$ cat config.mk
export PLATFORM = sky130hd
export DESIGN_NAME = uart_rx_ctrl
export DESIGN_NICKNAME = d
export VERILOG_FILES = /design/src/rtl/uart_rx_pkg.sv /design/src/rtl/uart_rx_ctrl.sv
export SDC_FILE = /design/constraint.sdc
export NUM_CORES = 1
export LEC_CHECK = 0
export CAP_MARGIN = 0
export CORE_MARGIN = 2
export CORE_UTILIZATION = 50
export CTS_BUF_LIST = sky130_fd_sc_hd__clkbuf_8 sky130_fd_sc_hd__clkbuf_16
export DETAILED_ROUTE_END_ITERATION = 6
export HOLD_SLACK_MARGIN = 0.15
export PLACE_DENSITY = 0.88
export SYNTH_ARGS = -nofsm -noshare
export SYNTH_HDL_FRONTEND = slang
export SYNTH_SLANG_ARGS = --single-unit
$ cat constraint.sdc
create_clock -name CLK -period 4.5 [get_ports CLK]
set_input_delay 0.675 -clock CLK [delete_from_list [all_inputs] [get_ports CLK]]
set_output_delay 0.675 -clock CLK [all_outputs]
set_load 0.01 [all_outputs]
$ cat src/rtl/uart_rx_pkg.sv
// Shared types and constants for the UART RX frame controller.
package uart_rx_pkg;

  typedef enum logic [2:0] {
    StIdle   = 3'd0,
    StStart  = 3'd1,
    StData   = 3'd2,
    StParity = 3'd3,
    StStop   = 3'd4
  } rx_state_e;

  localparam logic [5:0] Prescale8  = 6'd8;
  localparam logic [5:0] Prescale16 = 6'd16;
  localparam logic [5:0] Prescale32 = 6'd32;

  localparam int unsigned EdgeCntW = 5;
  localparam int unsigned BitCntW  = 4;

  function automatic logic is_legal_prescale(input logic [5:0] prescale);
    return (prescale == Prescale8) || (prescale == Prescale16) || (prescale == Prescale32);
  endfunction

endpackage

$ cat src/rtl/uart_rx_ctrl.sv
// UART RX frame-sequencing FSM: drives the edge/bit counter and times sampler and checkers.
// Optional error-flag outputs are built when UART_RX_ERR_FLAGS_EN is defined.
module uart_rx_ctrl
  import uart_rx_pkg::*;
#(
  parameter int unsigned DATA_WIDTH = 8
) (
  input  logic                CLK,
  input  logic                RST,
  input  logic                RX_IN,
  input  logic                PAR_EN,
  input  logic [5:0]          PRESCALE,
  input  logic [EdgeCntW-1:0] EDGE_COUNT,
  input  logic [BitCntW-1:0]  BIT_COUNT,
  input  logic                STRT_GLITCH,
  input  logic                PAR_ERR,
  input  logic                STP_ERR,
  output logic                CNT_EN,
  output logic                COUNT_RST,
  output logic                SAMPLE_EN,
  output logic                DESER_EN,
  output logic                STRT_CHK_EN,
  output logic                PAR_CHK_EN,
  output logic                STP_CHK_EN,
`ifdef UART_RX_ERR_FLAGS_EN
  output logic                PAR_ERR_FLAG,
  output logic                STP_ERR_FLAG,
`endif
  output logic                DATA_VALID
);

  rx_state_e  r_state;
  logic       r_par_err;
  logic       r_data_valid;
  logic [5:0] w_edge_ext;
  logic [5:0] w_mid;
  logic       w_last_edge;
  logic       w_in_window;
  logic       w_last_data;

  assign w_edge_ext  = {1'b0, EDGE_COUNT};
  assign w_mid       = PRESCALE >> 1;
  assign w_last_edge = (w_edge_ext == (PRESCALE - 6'd1));
  // Window is mid-1..mid+1, written without subtraction to avoid underflow.
  assign w_in_window = ((w_edge_ext + 6'd1) >= w_mid) && (w_edge_ext <= (w_mid + 6'd1));
  assign w_last_data = (BIT_COUNT == BitCntW'(DATA_WIDTH));

`ifdef UART_RX_ERR_FLAGS_EN
  logic r_par_flag;
  logic r_stp_flag;
  assign PAR_ERR_FLAG = r_par_flag;
  assign STP_ERR_FLAG = r_stp_flag;
`endif

  always_ff @(posedge CLK or negedge RST) begin
    if (!RST) begin
      r_state      <= StIdle;
      r_par_err    <= 1'b0;
      r_data_valid <= 1'b0;
`ifdef UART_RX_ERR_FLAGS_EN
      r_par_flag   <= 1'b0;
      r_stp_flag   <= 1'b0;
`endif
    end else begin
      r_data_valid <= 1'b0;
`ifdef UART_RX_ERR_FLAGS_EN
      r_par_flag   <= 1'b0;
      r_stp_flag   <= 1'b0;
`endif
      unique case (r_state)
        StIdle: begin
          r_par_err <= 1'b0;
          if (!RX_IN && is_legal_prescale(PRESCALE)) r_state <= StStart;
        end
        StStart: begin
          if (w_last_edge) r_state <= STRT_GLITCH ? StIdle : StData;
        end
        StData: begin
          if (w_last_edge && w_last_data) r_state <= PAR_EN ? StParity : StStop;
        end
        StParity: begin
          if (w_last_edge) begin
            r_par_err <= PAR_ERR;
            r_state   <= StStop;
`ifdef UART_RX_ERR_FLAGS_EN
            r_par_flag <= PAR_ERR;
`endif
          end
        end
        StStop: begin
          if (w_last_edge) begin
            r_state      <= StIdle;
            r_data_valid <= !STP_ERR && !r_par_err;
`ifdef UART_RX_ERR_FLAGS_EN
            r_stp_flag   <= STP_ERR;
`endif
          end
        end
        default: r_state <= StIdle;
      endcase
    end
  end

  always_comb begin
    CNT_EN      = 1'b0;
    COUNT_RST   = 1'b0;
    SAMPLE_EN   = 1'b0;
    DESER_EN    = 1'b0;
    STRT_CHK_EN = 1'b0;
    PAR_CHK_EN  = 1'b0;
    STP_CHK_EN  = 1'b0;
    if (r_state != StIdle) begin
      CNT_EN    = 1'b1;
      COUNT_RST = 1'b1;
      SAMPLE_EN = w_in_window;
    end
    unique case (r_state)
      StStart:  STRT_CHK_EN = w_last_edge;
      StData:   DESER_EN    = w_last_edge;
      StParity: PAR_CHK_EN  = w_last_edge;
      StStop:   STP_CHK_EN  = w_last_edge;
      default:  ;
    endcase
  end

  assign DATA_VALID = r_data_valid;

endmodule

==> impl_results.md <==
* Outcome: finished, final reports clean
* Met2 routed WL at 1100 microns
* Metal3 WL at 125 microns
* First-pass GRT wire length at 3130 microns
* IO Count at 30
* Cell Area, Synth at 937 sq um
* Worst slew pin tran at 0.546 ns
* CTS tree: yes
* Synth Instances at 109
* DRT antenna net count at 0
* H-Tree Depth at 1
* Die Area at 2240 sq um
* CP Class: input port to output port
* Yosys warns at 0
* Most frequent cells in the layout: clkdlybuf4s50_1, inv_1, ha_1
* Crit path required time at 3.83 ns
* PwrDens at 229 nW/um^2
* M1 WL at 788 microns
* Fmax at 0.248 GHz
* Slowest stage delay, CP at 0.58 ns
* #FFs+latches synth at 5
* EDFF count, synth at 0
* Clk sinks at 5
* Finished Cell Area at 1270 sq um
* Syn nets at 146
* Clk slew on worst S/H paths at 0.04 ns
* Final layout net count at 176
* Final WS setup at 0.466 ns
* Max_cap viols at 0
* Clk_skew at 0.00524 ns
* TritonCTS Buffers at 3
* Startpoint class of the critical path: input port
* Setup tns final at 0 ns
* Hold Crit Class: flop to flop
* Worst Setup End Kind: output port
* DR top layer: met3
* Die W at 47.3 microns
* Commonest non-fill, non-tap cell in the layout: clkdlybuf4s50_1
* Pre-CTS WS at 0.473 ns
* Final HPWL DP at 1710 microns
* RSZ-0062 raised after global routing: no
* CP cell instances: clkdlybuf4s50_1 > inv_1 > ha_1 > inv_1 > ha_1 > nor2b_1 > o21a_1 > o21a_1 > o21ai_0 > a21oi_1 > a211oi_1 > clkdlybuf4s50_1
* Worst Path Arrival at 3.36 ns
* PostCTS Resize Cnt at 0
* Largest net degree at the start of global routing at 12
* Placed Cells incl. Taps at 159
* Vias in the first global route at 821
* Clk_lat worst skew at 0.22 ns
* # port buffers at 29
* CP max-delay cell: clkdlybuf4s50_1
* Slew HR at 63.1%
* CTS Hold Buffers Added at 0
* Delay-heaviest family, CP: buffers and inverters
* Dpl cell area at 1230 sq um
* Overall Power at 0.291 mW
* Synth Area per Inst at 8.60 sq um
* Peak supply drop at 0.261 mV
* 1st-pass router iterations at 4
* Vias per cell at 5.46
* GRT overflow at 0
* Ys flop type: dfrtp_1
* Sequential area share after synthesis at 13.4%
* Final Non-Filler Cells at 163
* Final Max Tran Viols at 0
* Drt initial violations at 15
* Die extent in y at 47.3 microns
* Final Hold Fails at 0
* Row Count at 15
* FFs w/ async S/R, synth at 100%
* DRC Markers at 0
* CTS max path bufs at 2
* Initial cell density of the core at 53.7%
* Total number of vias at 890
* Filler Cells Inserted at 134
* Ratio of final minimum period to clock period at 89.6%
* Tmin final at 4.03 ns
* WL final at 2020 microns
* CTS Root Cell: clkbuf_8
* Lkg Pwr at 0.560 nW
* Layout cells sized above 1 at 7.25%
* Routed WL per cell at 12.4 microns
* Crit Path Max Fanout at 6
* Diodes inserted at 0
* Placer Congestion at 0.872
* CP bufs+invs at 4
* Yosys cell types at 40
* Initial antenna violation count at 0
* GRT Overall Usage at 19.0%
* Post-CTS setup buffers at 0
* P&R area growth vs syn at 35.8%
* Final-report setup violation count at 0
* Core area at 1750 sq um
==> cell type report <==
type	instances	area [sq um]	area share, %
Sequential cell	5	125	9.83
Multi-Input combinational cell	85	724	56.9
Inverter	15	56.3	4.42
Timing Repair Buffer	29	290	22.8
Clock inverter	1	3.75	0.295
Clock buffer	3	41.3	3.24
Tap cell	25	31.3	2.46
==> through the flow <==
step | hold WS, ns | utilization, %
floorplan | 0.379 | -
global placement | 0.488 | 70.3
detailed placement | 0.473 | 70.3
CTS | 0.499 | 72.9
global route | 0.513 | 72.9
finish | 0.493 | 72.9
==> power breakdown <==
group | switching [mW] | total (mW) | internal (mW)
clock | 0.0206 | 0.0790 | 0.0583
sequential | 0.0136 | 0.0659 | 0.0524
combinational | 0.0706 | 0.146 | 0.0757
==> registers in the layout, summed over array words and instances, names as in the netlist <==
register and cells:
DATA_VALID 1, r_state 3, r_par_err 1
==> kinds of logic (layout without fill, tap and decap cells) <==
kind of cell	count (synthesis)	after routing	share of synthesized area [%]
fa+ha+maj	15	15	20.0
flops	5	5	13.4
xor+xnor	13	13	13.8
simple gates	35	35	24.8
compound gates	22	22	18.7
buf+inv	19	48	9.34
==> synth_stat cells (3+ instances only) <==
library cell	count	share of area, %
nor2_1	7	2.8
xnor2_1	9	8.4
o21ai_0	5	2.7
ha_1	15	20
xor2_1	3	2.8
dfrtp_1	5	13
inv_1	15	6.0
nand3_1	6	3.2
a21oi_1	4	2.1
==> final timing paths <==
kind	cells after the start	to	slack, ns	from
hold / removal	1	DATA_VALID	0.49	r_par_err
hold reg to reg	1	DATA_VALID	0.49	r_par_err
setup / recovery	12	SAMPLE_EN	0.47	PRESCALE[2]
setup reg to reg	3	r_state[1]	3.17	r_state[0]
max in group asynchronous	1	DATA_VALID	3.64	RST
min in group asynchronous	1	r_par_err	0.67	RST
==> routing by layer <==
metal | up-vias | track usage (%)
li1 | 444 | -
met1 | 413 | 20.6
met2 | 33 | 37.8
met3 | 0 | 3.08
met4 | 0 | 3.33
met5 | - | 0
Note: power is estimated with default switching activity, not from simulation.
==> variant 1 (config.mk and constraints unchanged) <==
Add an input register stage for `RX_IN`, `PAR_EN`, `PRESCALE`, `EDGE_COUNT`, `BIT_COUNT` and `STRT_GLITCH`, without a reset; this delays them by one clock. The other inputs are not delayed to match.
--- a/src/rtl/uart_rx_ctrl.sv
+++ b/src/rtl/uart_rx_ctrl.sv
@@ -31,2 +31,18 @@
 
+  logic RX_IN_q;
+  logic PAR_EN_q;
+  logic [5:0] PRESCALE_q;
+  logic [EdgeCntW-1:0] EDGE_COUNT_q;
+  logic [BitCntW-1:0] BIT_COUNT_q;
+  logic STRT_GLITCH_q;
+
+  always_ff @(posedge CLK) begin
+    RX_IN_q       <= RX_IN;
+    PAR_EN_q      <= PAR_EN;
+    PRESCALE_q    <= PRESCALE;
+    EDGE_COUNT_q  <= EDGE_COUNT;
+    BIT_COUNT_q   <= BIT_COUNT;
+    STRT_GLITCH_q <= STRT_GLITCH;
+  end
+
   rx_state_e  r_state;
@@ -40,8 +56,8 @@
 
-  assign w_edge_ext  = {1'b0, EDGE_COUNT};
-  assign w_mid       = PRESCALE >> 1;
-  assign w_last_edge = (w_edge_ext == (PRESCALE - 6'd1));
+  assign w_edge_ext  = {1'b0, EDGE_COUNT_q};
+  assign w_mid       = PRESCALE_q >> 1;
+  assign w_last_edge = (w_edge_ext == (PRESCALE_q - 6'd1));
   // Window is mid-1..mid+1, written without subtraction to avoid underflow.
   assign w_in_window = ((w_edge_ext + 6'd1) >= w_mid) && (w_edge_ext <= (w_mid + 6'd1));
-  assign w_last_data = (BIT_COUNT == BitCntW'(DATA_WIDTH));
+  assign w_last_data = (BIT_COUNT_q == BitCntW'(DATA_WIDTH));
 
@@ -72,9 +88,9 @@
           r_par_err <= 1'b0;
-          if (!RX_IN && is_legal_prescale(PRESCALE)) r_state <= StStart;
+          if (!RX_IN_q && is_legal_prescale(PRESCALE_q)) r_state <= StStart;
         end
         StStart: begin
-          if (w_last_edge) r_state <= STRT_GLITCH ? StIdle : StData;
+          if (w_last_edge) r_state <= STRT_GLITCH_q ? StIdle : StData;
         end
         StData: begin
-          if (w_last_edge && w_last_data) r_state <= PAR_EN ? StParity : StStop;
+          if (w_last_edge && w_last_data) r_state <= PAR_EN_q ? StParity : StStop;
         end
Check against the original RTL: not equivalent (a bounded check fails within 4 cycles, from zero or initial values and one cycle with RST low).
==> variant 1 against the unedited design <==
  * Clock skew rose by 0.0037 ns
  * Total power rose by 79%
  * Area after synthesis up 33%
  * Sequential cell count grew 18
  * Routed wire length grew 22%
  * Worst hold slack lost 0.026 ns
  * Worst setup slack better by 0.43 ns
  * Design area is 25% higher
  * Critical path type is now flop to primary output
==> variant 1: results (changes against the unedited design) <==
stage	metric	value	unit	change
drt	routed wire length on met2	1250	um	+13%
power_and_ir_drop	sw power	157	uW	+50%
place	DP HPWL	1930	um	+13%
power_and_ir_drop	Clk. pwr	122	uW	+54%
drt	WL final	2470	um	+22%
logic_synthesis	syn_area_per_cell	9.64	um^2	+12%
logic_synthesis	ys flop type	dfxtp_1		
critical_path	worst-path maximum fanout	8		+2
final_layout	Fillers	177		+32%
drt	highest metal used	met4		
logic_synthesis	post-synthesis sequential area ratio	39.0	%	+26 points
drt	Metal-1 WL	1070	um	+36%
status	status	finished clean		
power_and_ir_drop	maximum vdd ir drop	0.269	mV	+2.8%
sta	Clock Skew	0.00896	ns	+0.00371 ns
clock_tree	Clock Pin Slew Worst Setup and Hold Paths	0.08	ns	+0.04 ns
logic_synthesis	Post-Syn Nets	166		+14%
logic_synthesis	top cells by area, synth	dfxtp_1 (29%), ha_1 (15%), dfrtp_1 (10%)		
global_route	M1 GR Usage	24.4	%	+3.8 points
global_route	total global-route track usage	19.2	%	+0.21 points
global_route	met2 Usage GRT	32.5	%	-5.3 points
power_and_ir_drop	power density over cell area	328	nW/um^2	+43%
drt	met3 WL	106	um	-15%
place	placed instance count	182		+14%
place	placed inst area	1550	um^2	+26%
drt	DR WL/cell	13.3	um	+7.1%
global_route	largest net degree at the start of global routing	14		+2
place	setup slack at placement	1.21	ns	+0.737 ns
logic_synthesis	post-synthesis async set-or-reset flop share	21.7	%	-78 points
logic_synthesis	Synth cell types	35		-13%
critical_path	reg2reg path depth	8		+5
logic_synthesis	commonest cells in the netlist	dfxtp_1 (18), ha_1 (15), inv_1 (11)		
drt	DR vias/cell	5.31		-2.7%
power_and_ir_drop	Pleak	0.691	nW	+23%
global_route	first-pass GRT wire length	3970	um	+27%
place	Placer Congestion	0.804		-7.8%
[variant 1: cell count changes after synthesis, sizes merged, moves of 3 or more]
cell,delta
clkbuf,+4
inv,-4
nand2,+4
dfxtp,+18
nor2,-3
nor4,-3
xor2,+4
[variant 1: area by class of cell]
cell class	count	area, um^2	share of cell area [%]
clock buffer	3	41.3	2.59
multi-input combinational	89	691	43.4
timing repair buffer	29	290	18.2
sequential	23	485	30.5
tap	30	37.5	2.36
clock inverter	1	5.00	0.314
inverter	11	41.3	2.59
[variant 1: cell families after synthesis]
| kind of cell | count (synthesis) | share of synthesized area, % |
|---|---|---|
| simple gates | 38 | 17.4 |
| flops | 23 | 39.0 |
| compound gates | 22 | 13.2 |
| buf+inv | 17 | 5.43 |
| fa+ha+maj | 15 | 15.1 |
| xor+xnor | 14 | 9.86 |
[variant 1: final timing paths]
path,endpoint,slack (ns),from
min in group asynchronous,DATA_VALID$_DFF_PN0_,0.62,RST
worst max-delay path,STRT_CHK_EN,0.90,PRESCALE_q[2]$_DFF_P_
worst max register to register,r_state[0]$_DFFE_PN0P_,2.00,PRESCALE_q[2]$_DFF_P_
max in group asynchronous,r_state[0]$_DFFE_PN0P_,3.69,RST
worst min-delay path,DATA_VALID$_DFF_PN0_,0.47,r_par_err$_DFFE_PN0P_
worst min register to register,DATA_VALID$_DFF_PN0_,0.47,r_par_err$_DFFE_PN0P_
[variant 1: critical path, delay by kind of cell, from the launching register on]
family | cells | cell delay, ns
AND/OR/NAND/NOR | 3 | 0.65
flip-flops | 1 | 0.36
buffers and inverters | 2 | 0.73
AO/OA/AOI/OAI | 1 | 0.55
adder cells (fa/ha/maj) | 1 | 0.21
XOR/XNOR | 1 | 0.17
==> variant 2 (same settings) <==
Made on the original files. The option `UART_RX_ERR_FLAGS_EN` is turned on by a define.
--- a/src/rtl/uart_rx_ctrl.sv
+++ b/src/rtl/uart_rx_ctrl.sv
@@ -2,2 +2,4 @@
 // Optional error-flag outputs are built when UART_RX_ERR_FLAGS_EN is defined.
+`define UART_RX_ERR_FLAGS_EN
+
 module uart_rx_ctrl
Check against the original RTL (old outputs only; new: PAR_ERR_FLAG and STP_ERR_FLAG): equivalent (equiv_simple and equiv_induct, registers matched by name and starting in step).
==> variant 2 against the unedited design <==
  * First-iteration DRC count grew to 2.5 times the old value
  * Sequential cell count is 2 higher
  * Design area is 3.2% higher
  * Routed wire length is 18% higher
  * Non-clock buffer count is 2 higher
  * Worst setup slack worse by 0.15 ns
  * Area after synthesis is 2.7% higher
  * Combinational power is 3% lower
  * Total power is 8.8% higher
  * Worst hold slack worse by 0.025 ns
  * Largest cell class unchanged
  * Highest routed layer is now met4
==> variant 2: results (changes against the unedited design) <==
stage	metric	value	unit	change
status	status	finished clean		
place	Placer Congestion	0.878		+0.72%
power_and_ir_drop	Pleak	0.563	nW	+0.56%
place	setup slack at placement	0.349	ns	-0.124 ns
global_route	M1 GR Usage	34.9	%	+14 points
place	I/O Buffers	31		+6.9%
sta	hold slack final	0.468	ns	-0.0249 ns
power_and_ir_drop	sw frac	35.2	%	-0.76 points
place	DP HPWL	1920	um	+12%
global_route	vias in the first global route	899		+9.5%
logic_synthesis	adder-cell area share of the yosys netlist	19.5	%	-0.52 points
critical_path	R2R setup slack	3.24	ns	+0.07 ns
final_layout	non-filler cells in the finished layout	168		+3.1%
final_layout	Fillers	145		+8.2%
sta	Worst Max-Slew Pin Slew	0.494	ns	-0.0517 ns
logic_synthesis	complex-gate fraction of the synthesized area	19.0	%	+0.29 points
final_layout	Multi-input gate area	714	um^2	-1.4%
final_layout	fraction of area in registers	13.3	%	+3.5 points
logic_synthesis	top cells by area, synth	ha_1 (20%), dfrtp_1 (18%), xnor2_1 (8.2%)		
final_layout	layout cells sized above 1	5.59	%	-1.7 points
logic_synthesis	Post-Syn Instances	113		+3.7%
logic_synthesis	xor/xnor share of the synthesized area	10.0	%	-3.7 points
global_route	met2 Usage GRT	40.5	%	+2.7 points
final_layout	count of multi-input gates	91		+7.1%
global_route	first-pass GRT wire length	4020	um	+29%
logic_synthesis	commonest cells in the netlist	ha_1 (15), inv_1 (9), xnor2_1 (9)		
logic_synthesis	Synth cell types	37		-7.5%
final_layout	NonClk Buf Share	23.6	%	+0.81 points
global_route	total global-route track usage	24.6	%	+5.7 points
drt	Iteration-0 DRC Markers	38		+23
drt	DR WL/cell	14.2	um	+14%
critical_path	slowest cell delay on critical path	0.60	ns	+0.02 ns
-- variant 2: cell count changes in the layout (fill, tap and decap cells not counted), sizes merged, moves of 3 or more --
cell | unedited run | this run
a21oi | 4 | 0
and2 | 0 | 3
nand2 | 2 | 7
inv | 16 | 11
-- variant 2: metal layers --
| metal | up-vias | part of all wire [%] |
|---|---|---|
| li1 | 462 | - |
| met1 | 441 | 46 |
| met5 | - | 0 |
| met2 | 35 | 50 |
| met3 | 2 | 4.2 |
| met4 | 0 | 0.25 |
-- variant 2: logic make-up (layout without fill, tap and decap cells) --
family	Yosys count	after routing
compound gates	23	23
simple gates	42	42
flops	7	7
xor+xnor	11	11
fa+ha+maj	15	15
buf+inv	15	45
-- variant 2: power by group through the flow --
| stage | Clock [mW] | Sequential [mW] | Combinational, mW |
|---|---|---|---|
| 2_1_floorplan | 0 | 0.0781 | 0.0921 |
| 3_3_place_gp | 0 | 0.0860 | 0.135 |
| 3_5_place_dp | 0 | 0.0861 | 0.141 |
| 4_1_cts | 0.0864 | 0.0856 | 0.142 |
| 5_1_grt | 0.0917 | 0.0882 | 0.158 |
| 6_report | 0.0886 | 0.0863 | 0.142 |
-- variant 2: worst paths after layout --
kind,start,end,depth (start not counted)
worst max-delay path,PRESCALE[2],SAMPLE_EN,12
worst min-delay path,r_par_err$_DFFE_PN0P_,DATA_VALID$_DFF_PN0_,1
worst max register to register,r_state[1]$_DFFE_PN0P_,r_state[0]$_DFFE_PN0P_,4
worst min register to register,r_par_err$_DFFE_PN0P_,DATA_VALID$_DFF_PN0_,1
max in group asynchronous,RST,r_par_err$_DFFE_PN0P_,1
min in group asynchronous,RST,STP_ERR_FLAG$_DFF_PN0_,1
